[src/rtl/pipeline_pkg.sv]
// pipeline_pkg: shared stall-FSM states, control bundle and register-match helper.
package pipeline_pkg;
  typedef enum logic [1:0] {RUN, BRSTALL2, MEMWAIT} hs_state_e;
  localparam logic [4:0] REG_X0 = 5'd0;
  typedef struct packed {
    logic pc_write;
    logic ifid_write;
    logic ifid_flush;
    logic idex_bubble;
    logic exmem_hold;
  } ctl_t;
  localparam ctl_t STALL_CTL  = 5'b00010;
  localparam ctl_t FREEZE_CTL = 5'b00001;
  localparam ctl_t RESET_CTL  = 5'b00110;
  function automatic logic reg_match(input logic [4:0] rd, input logic [4:0] rs1, input logic [4:0] rs2,
                                     input logic use1, input logic use2);
    return rd != REG_X0 && ((use1 && rd == rs1) || (use2 && rd == rs2));
  endfunction
endpackage

[src/rtl/sat_counter.sv]
// sat_counter: counter that sticks at all-ones instead of wrapping.
module sat_counter #(
  parameter int W = 16
) (
  input  logic         clk,
  input  logic         rst_n,
  input  logic         inc,
  input  logic         clear,
  output logic [W-1:0] count
);
  always_ff @(posedge clk or negedge rst_n)
    if (!rst_n) count <= '0;
    else if (clear) count <= '0;
    else if (inc && count != '1) count <= count + 1'b1;
endmodule

[src/rtl/hazard_stall_unit.sv]
// hazard_stall_unit: load-use / branch-on-load stall and memory-wait freeze controller.
module hazard_stall_unit
  import pipeline_pkg::*;
#(
  parameter int CNT_W = 16
) (
  input  logic             clk,
  input  logic             rst_n,
  input  logic [4:0]       rs1_ID,
  input  logic [4:0]       rs2_ID,
  input  logic             use_rs1_ID,
  input  logic             use_rs2_ID,
  input  logic             is_branch_ID,
  input  logic             redirect_ID,
  input  logic [4:0]       rd_EX,
  input  logic             MemRead_EX,
  input  logic [4:0]       rd_MEM,
  input  logic             MemRead_MEM,
  input  logic             mem_busy,
  output logic             pc_write,
  output logic             ifid_write,
  output logic             ifid_flush,
  output logic             idex_bubble,
  output logic             exmem_hold,
  output logic [CNT_W-1:0] stall_cycles,
  output logic [CNT_W-1:0] flush_count
);
  hs_state_e state, resume, eff;
  ctl_t ctl, out;
  logic m_ex, m_mem, br2, stall;
  assign m_ex  = reg_match(rd_EX, rs1_ID, rs2_ID, use_rs1_ID, use_rs2_ID);
  assign m_mem = reg_match(rd_MEM, rs1_ID, rs2_ID, use_rs1_ID, use_rs2_ID);
  // MEMWAIT is transparent once memory is ready: behave as the saved state that same cycle
  assign eff   = (state == MEMWAIT) ? resume : state;
  assign br2   = is_branch_ID && MemRead_EX && m_ex;
  assign stall = !mem_busy && (eff == BRSTALL2 || br2 || (is_branch_ID && MemRead_MEM && m_mem) ||
                               (MemRead_EX && m_ex));
  assign ctl = mem_busy ? FREEZE_CTL :
               stall    ? STALL_CTL  :
               '{pc_write: 1'b1, ifid_write: 1'b1, ifid_flush: redirect_ID, idex_bubble: 1'b0, exmem_hold: 1'b0};
  assign out = rst_n ? ctl : RESET_CTL;
  assign pc_write    = out.pc_write;
  assign ifid_write  = out.ifid_write;
  assign ifid_flush  = out.ifid_flush;
  assign idex_bubble = out.idex_bubble;
  assign exmem_hold  = out.exmem_hold;
  always_ff @(posedge clk or negedge rst_n)
    if (!rst_n) begin
      state  <= RUN;
      resume <= RUN;
    end else if (mem_busy) begin
      state  <= MEMWAIT;
      resume <= eff;
    end else begin
      state  <= (eff == RUN && br2) ? BRSTALL2 : RUN;
      resume <= RUN;
    end
  sat_counter #(.W(CNT_W)) u_stall_cnt (
    .clk(clk), .rst_n(rst_n), .inc(mem_busy || stall), .clear(1'b0), .count(stall_cycles)
  );
  sat_counter #(.W(CNT_W)) u_flush_cnt (
    .clk(clk), .rst_n(rst_n), .inc(ctl.ifid_flush), .clear(1'b0), .count(flush_count)
  );
endmodule

[config.mk]
export PLATFORM = sky130hd
export DESIGN_NAME = hazard_stall_unit
export DESIGN_NICKNAME = d
export VERILOG_FILES = /design/src/rtl/pipeline_pkg.sv /design/src/rtl/sat_counter.sv /design/src/rtl/hazard_stall_unit.sv
export SDC_FILE = /design/constraint.sdc
export NUM_CORES = 1
export LEC_CHECK = 0
export CAP_MARGIN = 10
export CORE_ASPECT_RATIO = 1.25
export CORE_MARGIN = 2
export CORE_UTILIZATION = 50
export CTS_BUF_LIST = sky130_fd_sc_hd__clkbuf_16
export DETAILED_ROUTE_END_ITERATION = 8
export PLACE_DENSITY_LB_ADDON = 0.15
export SYNTH_ARGS = -nofsm -noshare
export SYNTH_HDL_FRONTEND = slang
export SYNTH_SLANG_ARGS = --single-unit
[constraint.sdc]
create_clock -name clk -period 5.2 [get_ports clk]
set_input_delay 0.52 -clock clk [delete_from_list [all_inputs] [get_ports clk]]
set_output_delay 0.52 -clock clk [all_outputs]
set_load 0.1 [all_outputs]
Yosys cells after proc, flatten, opt, wreduce, memory -nomap -nowiden
Index checks and enable logic that the tools add are counted. Widths: inputs -> output; s select.

Memories: 0. ROM bits: 0. Bits of input ports: 29. Output and inout bits: 37. Flip-flop bits (word level): 36. Memory bits (writable): 0. Word-level logic and storage cells: 46. Bits in latches: 0.

Order comparisons: 0. Divide/modulo/power cells: 0. Equal/unequal tests: 8. Multipliers: 0. Add/subtract/negate cells: 2. Bitwise operators: 0. Multiplexer cells: 7. Reduce and logical (&&, ||, !) cells: 25. Shift-type cells: 0.

Operator list (number): $add 16x1->16 const B (2); $ne 16x16->1 const B (2); $eq 5x5->1 (4); $logic_and 1x1->1 (15); $mux 5 (3); $reduce_bool 5->1 (2); $logic_or 1x1->1 (6); $mux 2 (3); $eq 2x1->1 const B (1); $eq 2x2->1 const B (1); $logic_not 2->1 (1); $logic_not 1->1 (1); $mux 1 (1).

Logic depth before layout (Yosys ltp)
Word-level depth: 12. Gate-level depth with buffers: 9.

Modules after synthesis
A second synthesis with hierarchy kept.

Cell total of the unflattened synthesis: 256. Area total of the unflattened synthesis: 2373.5 µm².

By module, submodules not included: sat_counter (area each 942.2 µm², instances 2, cells each 98); hazard_stall_unit (area each 489.2 µm², instances 1, cells each 60).

Worst setup path before layout
No wires, ideal clock.

Path kind: in2out. Start point: input port rd_EX[0]. End point: output port idex_bubble. Arrival time: 3.733 ns. Required time: 4.680 ns. Slack: 0.947 ns. Stages: 8. Cell sequence: xnor2_1 > nand4_1 > o22ai_1 > o211ai_4 > nand2_2 > buf_1 > inv_1 > o21ai_0.

Cells in the longest elaborated chain, start to end: 12.

Ends and longest elaborated chain: start, declared (line hazard_stall_unit.sv:15) `input logic [4:0] rd_EX,`; $eq 5x5->1 (line pipeline_pkg.sv:17) `return rd != REG_X0 && ((use1 && rd == rs1) || (use2 && rd == rs2));`; $logic_and 1x1->1 (line pipeline_pkg.sv:17); $logic_or 1x1->1 (line pipeline_pkg.sv:17); $logic_and 1x1->1 * (line pipeline_pkg.sv:17); $logic_and 1x1->1 (line hazard_stall_unit.sv:35) `assign br2 = is_branch_ID && MemRead_EX && m_ex;`; $logic_or 1x1->1 (2 in a row) (line hazard_stall_unit.sv:36) `assign stall = !mem_busy && (eff == BRSTALL2 || br2 || (is_branch_ID && MemRead_MEM && m_mem) ||`; $logic_or 1x1->1 * (line hazard_stall_unit.sv:36); $logic_and 1x1->1 * (line hazard_stall_unit.sv:36); $mux 5 * (line hazard_stall_unit.sv:39) `stall ? STALL_CTL :`; $mux 5 * (line hazard_stall_unit.sv:38) `assign ctl = mem_busy ? FREEZE_CTL :`; $mux 5 * (line hazard_stall_unit.sv:41) `assign out = rst_n ? ctl : RESET_CTL;`; end, declared (line hazard_stall_unit.sv:23) `output logic idex_bubble,`.

Mark *: on every way between the ends. The rest lies on a longest branch, timed or not.

Worst setup path after layout
Start point: input port rd_EX[4]. End point: output port idex_bubble.

The elaborated chain is that of the path after synthesis.

==> flow_metrics.env <==
export IMPL_synth_cells=202
export IMPL_fin_crit_sh=0.761
export IMPL_clock_sinks=36
export IMPL_yosys_area_top_type="dfrtp_1"
export IMPL_ir_drop_uv=568
export IMPL_dr_first_iter_drc_count=82
export IMPL_crit_required_ps=4680
export IMPL_initial_utilization=0.514
export IMPL_path_common_cell="clkdlybuf4s50_1"
export IMPL_num_rows=26
export IMPL_fillers=325
export IMPL_r2r_end="u_stall_cnt.count[1]"
export IMPL_syn_area_um2=2090
export IMPL_fin_crit_ps=3960
export IMPL_critPathMaxStageDelay_ps=1150
export IMPL_htreeDepth=2
export IMPL_slowest_stage="clkdlybuf4s50_1"
export IMPL_die_w_um=61.8
export IMPL_layout_commonest_cell="clkdlybuf4s50_1"
export IMPL_path_class="in -> out"
export IMPL_wl_per_cell_um=14.7
export IMPL_layout_common_cells="61 x clkdlybuf4s50_1, 38 x xnor2_1, 36 x dfrtp_1, 15 x nand2_1, 10 x nor2_1"
export IMPL_die_h_um=76.3
export IMPL_cts_root_buf="clkbuf_16"
export IMPL_synth_area_per_cell_um2=10.3
export IMPL_final_area_um2=2920
export IMPL_wirelength_mm=4.80
export IMPL_syn_to_final_growth_pct=39.6
export IMPL_ctsResizeCount=0
export IMPL_skew_ps=3.22
export IMPL_cts_inserted_buffers=5
export IMPL_tightestPinTransition_ps=982
export IMPL_via_count=1757
export IMPL_first_pass_iters=4
export IMPL_drc_errors=0
export IMPL_cts_setup_buffers=0
export IMPL_fin_nets=301
export IMPL_r2r_cells=7
export IMPL_synth_top_area_frac=0.431
export IMPL_ff2ff_setup_slack_ps=2710
export IMPL_synth_seq_cells=36
export IMPL_drtAntennaViolNets=0
export IMPL_grt_pass1_vias=1763
export IMPL_arrival_ps=3440
export IMPL_portBuffers=65
export IMPL_n_antenna_cell=0
export IMPL_drive_above_1_share=0.0996
export IMPL_grt_ovfl_total=0
export IMPL_placed_area_um2=2780
export IMPL_path_clk_slew_ps=50
export IMPL_place_hpwl_mm=3.65
export IMPL_syn_nets=233
export IMPL_startpoint_type="primary input"
export IMPL_setup_viol=0
export IMPL_hp_class="in -> async"
export IMPL_ctsLongestPathBuffers=2
export IMPL_power_density_nw_per_um2=432
export IMPL_core_um2=4070
export IMPL_slew_headroom=0.343
export IMPL_p_leak_nw=1.21
export IMPL_drv_slew=0
export IMPL_gp_congestion=0.925
export IMPL_grt_util_all_layers=0.226
export IMPL_clk_latency_ps=270
export IMPL_grt_pass1_wl_mm=8.05
export IMPL_io_pins=66
export IMPL_ys_seq_area_frac=0.431
export IMPL_setup_tns_final_ps=0
export IMPL_cts_tree="yes"
export IMPL_cts_hold_fix_buffers=0
export IMPL_finalHoldViolations=0
export IMPL_via_per_inst=5.37
export IMPL_grt_antenna_before_repair=0
export IMPL_rsz0062_at_grt="no"
export IMPL_cap_violations=0
export IMPL_path_cells="clkdlybuf4s50_1 > xnor2_1 > nand4_1 > o22ai_1 > o211ai_4 > nand2_2 > inv_1 > o21ai_0 > clkdlybuf4s50_1"
export IMPL_startpoint="rd_EX[4]"
export IMPL_dieArea_um2=4710
export IMPL_worstReg2RegStart="u_stall_cnt.count[6]"
export IMPL_synth_warnings=0
export IMPL_grt_max_degree=41
export IMPL_worst_path_max_fanout=19
export IMPL_synth_area_leaders="dfrtp_1 43%, xnor2_1 16%, xor2_1 3.8%"
export IMPL_max_freq_ghz=0.253
export IMPL_ys_types=41
export IMPL_status="completed"
export IMPL_critPathCaptureType="output port"
## worst max-delay path: cells and delay by family
kind / cells / cell delay (ps)
buffers and inverters: 3 / 1800
AO/OA/AOI/OAI: 3 / 560
AND/OR/NAND/NOR: 2 / 400
XOR/XNOR: 1 / 150
## Yosys cell counts, drive strengths merged
| library cell | number |
|---|---|
| and2 | 4 |
| o2111ai | 5 |
| dfrtp | 36 |
| nand2 | 16 |
| nor4 | 5 |
| nand4 | 8 |
| or2 | 1 |
| xor2 | 9 |
| or3 | 2 |
| or4 | 2 |
| ha | 2 |
| or4b | 1 |
| clkbuf | 2 |
| o311a | 1 |
| o21ai | 4 |
| nand2b | 1 |
| a21bo | 1 |
| xnor2 | 39 |
| o22ai | 2 |
| and3 | 9 |
| nor2b | 3 |
| nor3 | 2 |
| nand3 | 9 |
| buf | 4 |
| a21oi | 3 |
| inv | 4 |
| and2b | 1 |
| and4 | 2 |
| mux2 | 4 |
| o211ai | 10 |
| nor2 | 10 |
## through the flow
step	hold slack, ps	power, mW	utilization	cells	setup slack, ps
floorplan	224	0.824	-	202	947
global placement	476	0.979	0.683	319	1300
detailed placement	484	0.985	0.683	319	1240
CTS	299	1.27	0.717	327	1240
global route	334	1.31	0.717	327	1090
finish	289	1.26	0.717	327	1240
## sequential cells by signal, summed over array words and instances, names as in the netlist
signal / flops
resume: 2
state: 2
u_flush_cnt.count: 16
u_stall_cnt.count: 16
## layer usage
layer	share of wire	vias to the layer above	global-route usage
met5	0	-	0
li1	-	855	-
met4	0.011	0	0.0766
met1	0.42	856	0.276
met2	0.53	42	0.366
met3	0.040	4	0.0696
## cell families (layout without fill, tap and decap cells)
group	count (synthesis)	in the layout	share of synthesized area
xor gates and xnor gates	48	48	0.205
buffers and inverters	10	79	0.0240
adders and majority gates	2	2	0.0120
AOI/OAI and AO/OA	26	26	0.101
DFF	36	36	0.431
and+or+nand+nor	76	76	0.205
muxes	4	4	0.0216
## where the power goes
part           switching, mW  internal [mW]
Sequential            0.0528          0.327
Clock                  0.106          0.174
Combinational          0.437          0.163
## final cells by class
cell class                      instances  area, um^2  area share
Clock buffer                            5         125      0.0429
Tap cell                               56        70.1      0.0240
Sequential cell                        36         901       0.309
Clock inverter                          3        13.8     0.00472
Timing Repair Buffer                   67         653       0.224
Multi-Input combinational cell        156        1140       0.390
Inverter                                4        15.0     0.00515
## worst max path at each step
stage               slack [ps]  depth (start not counted)          end
finish                    1240                          9  idex_bubble
global route              1090                          9  idex_bubble
CTS                       1240                          9  idex_bubble
detailed placement        1240                          9  idex_bubble
global placement          1300                          9  idex_bubble
floorplan                  950                          8  idex_bubble
No activity file was read; power rests on OpenSTA's default activity.
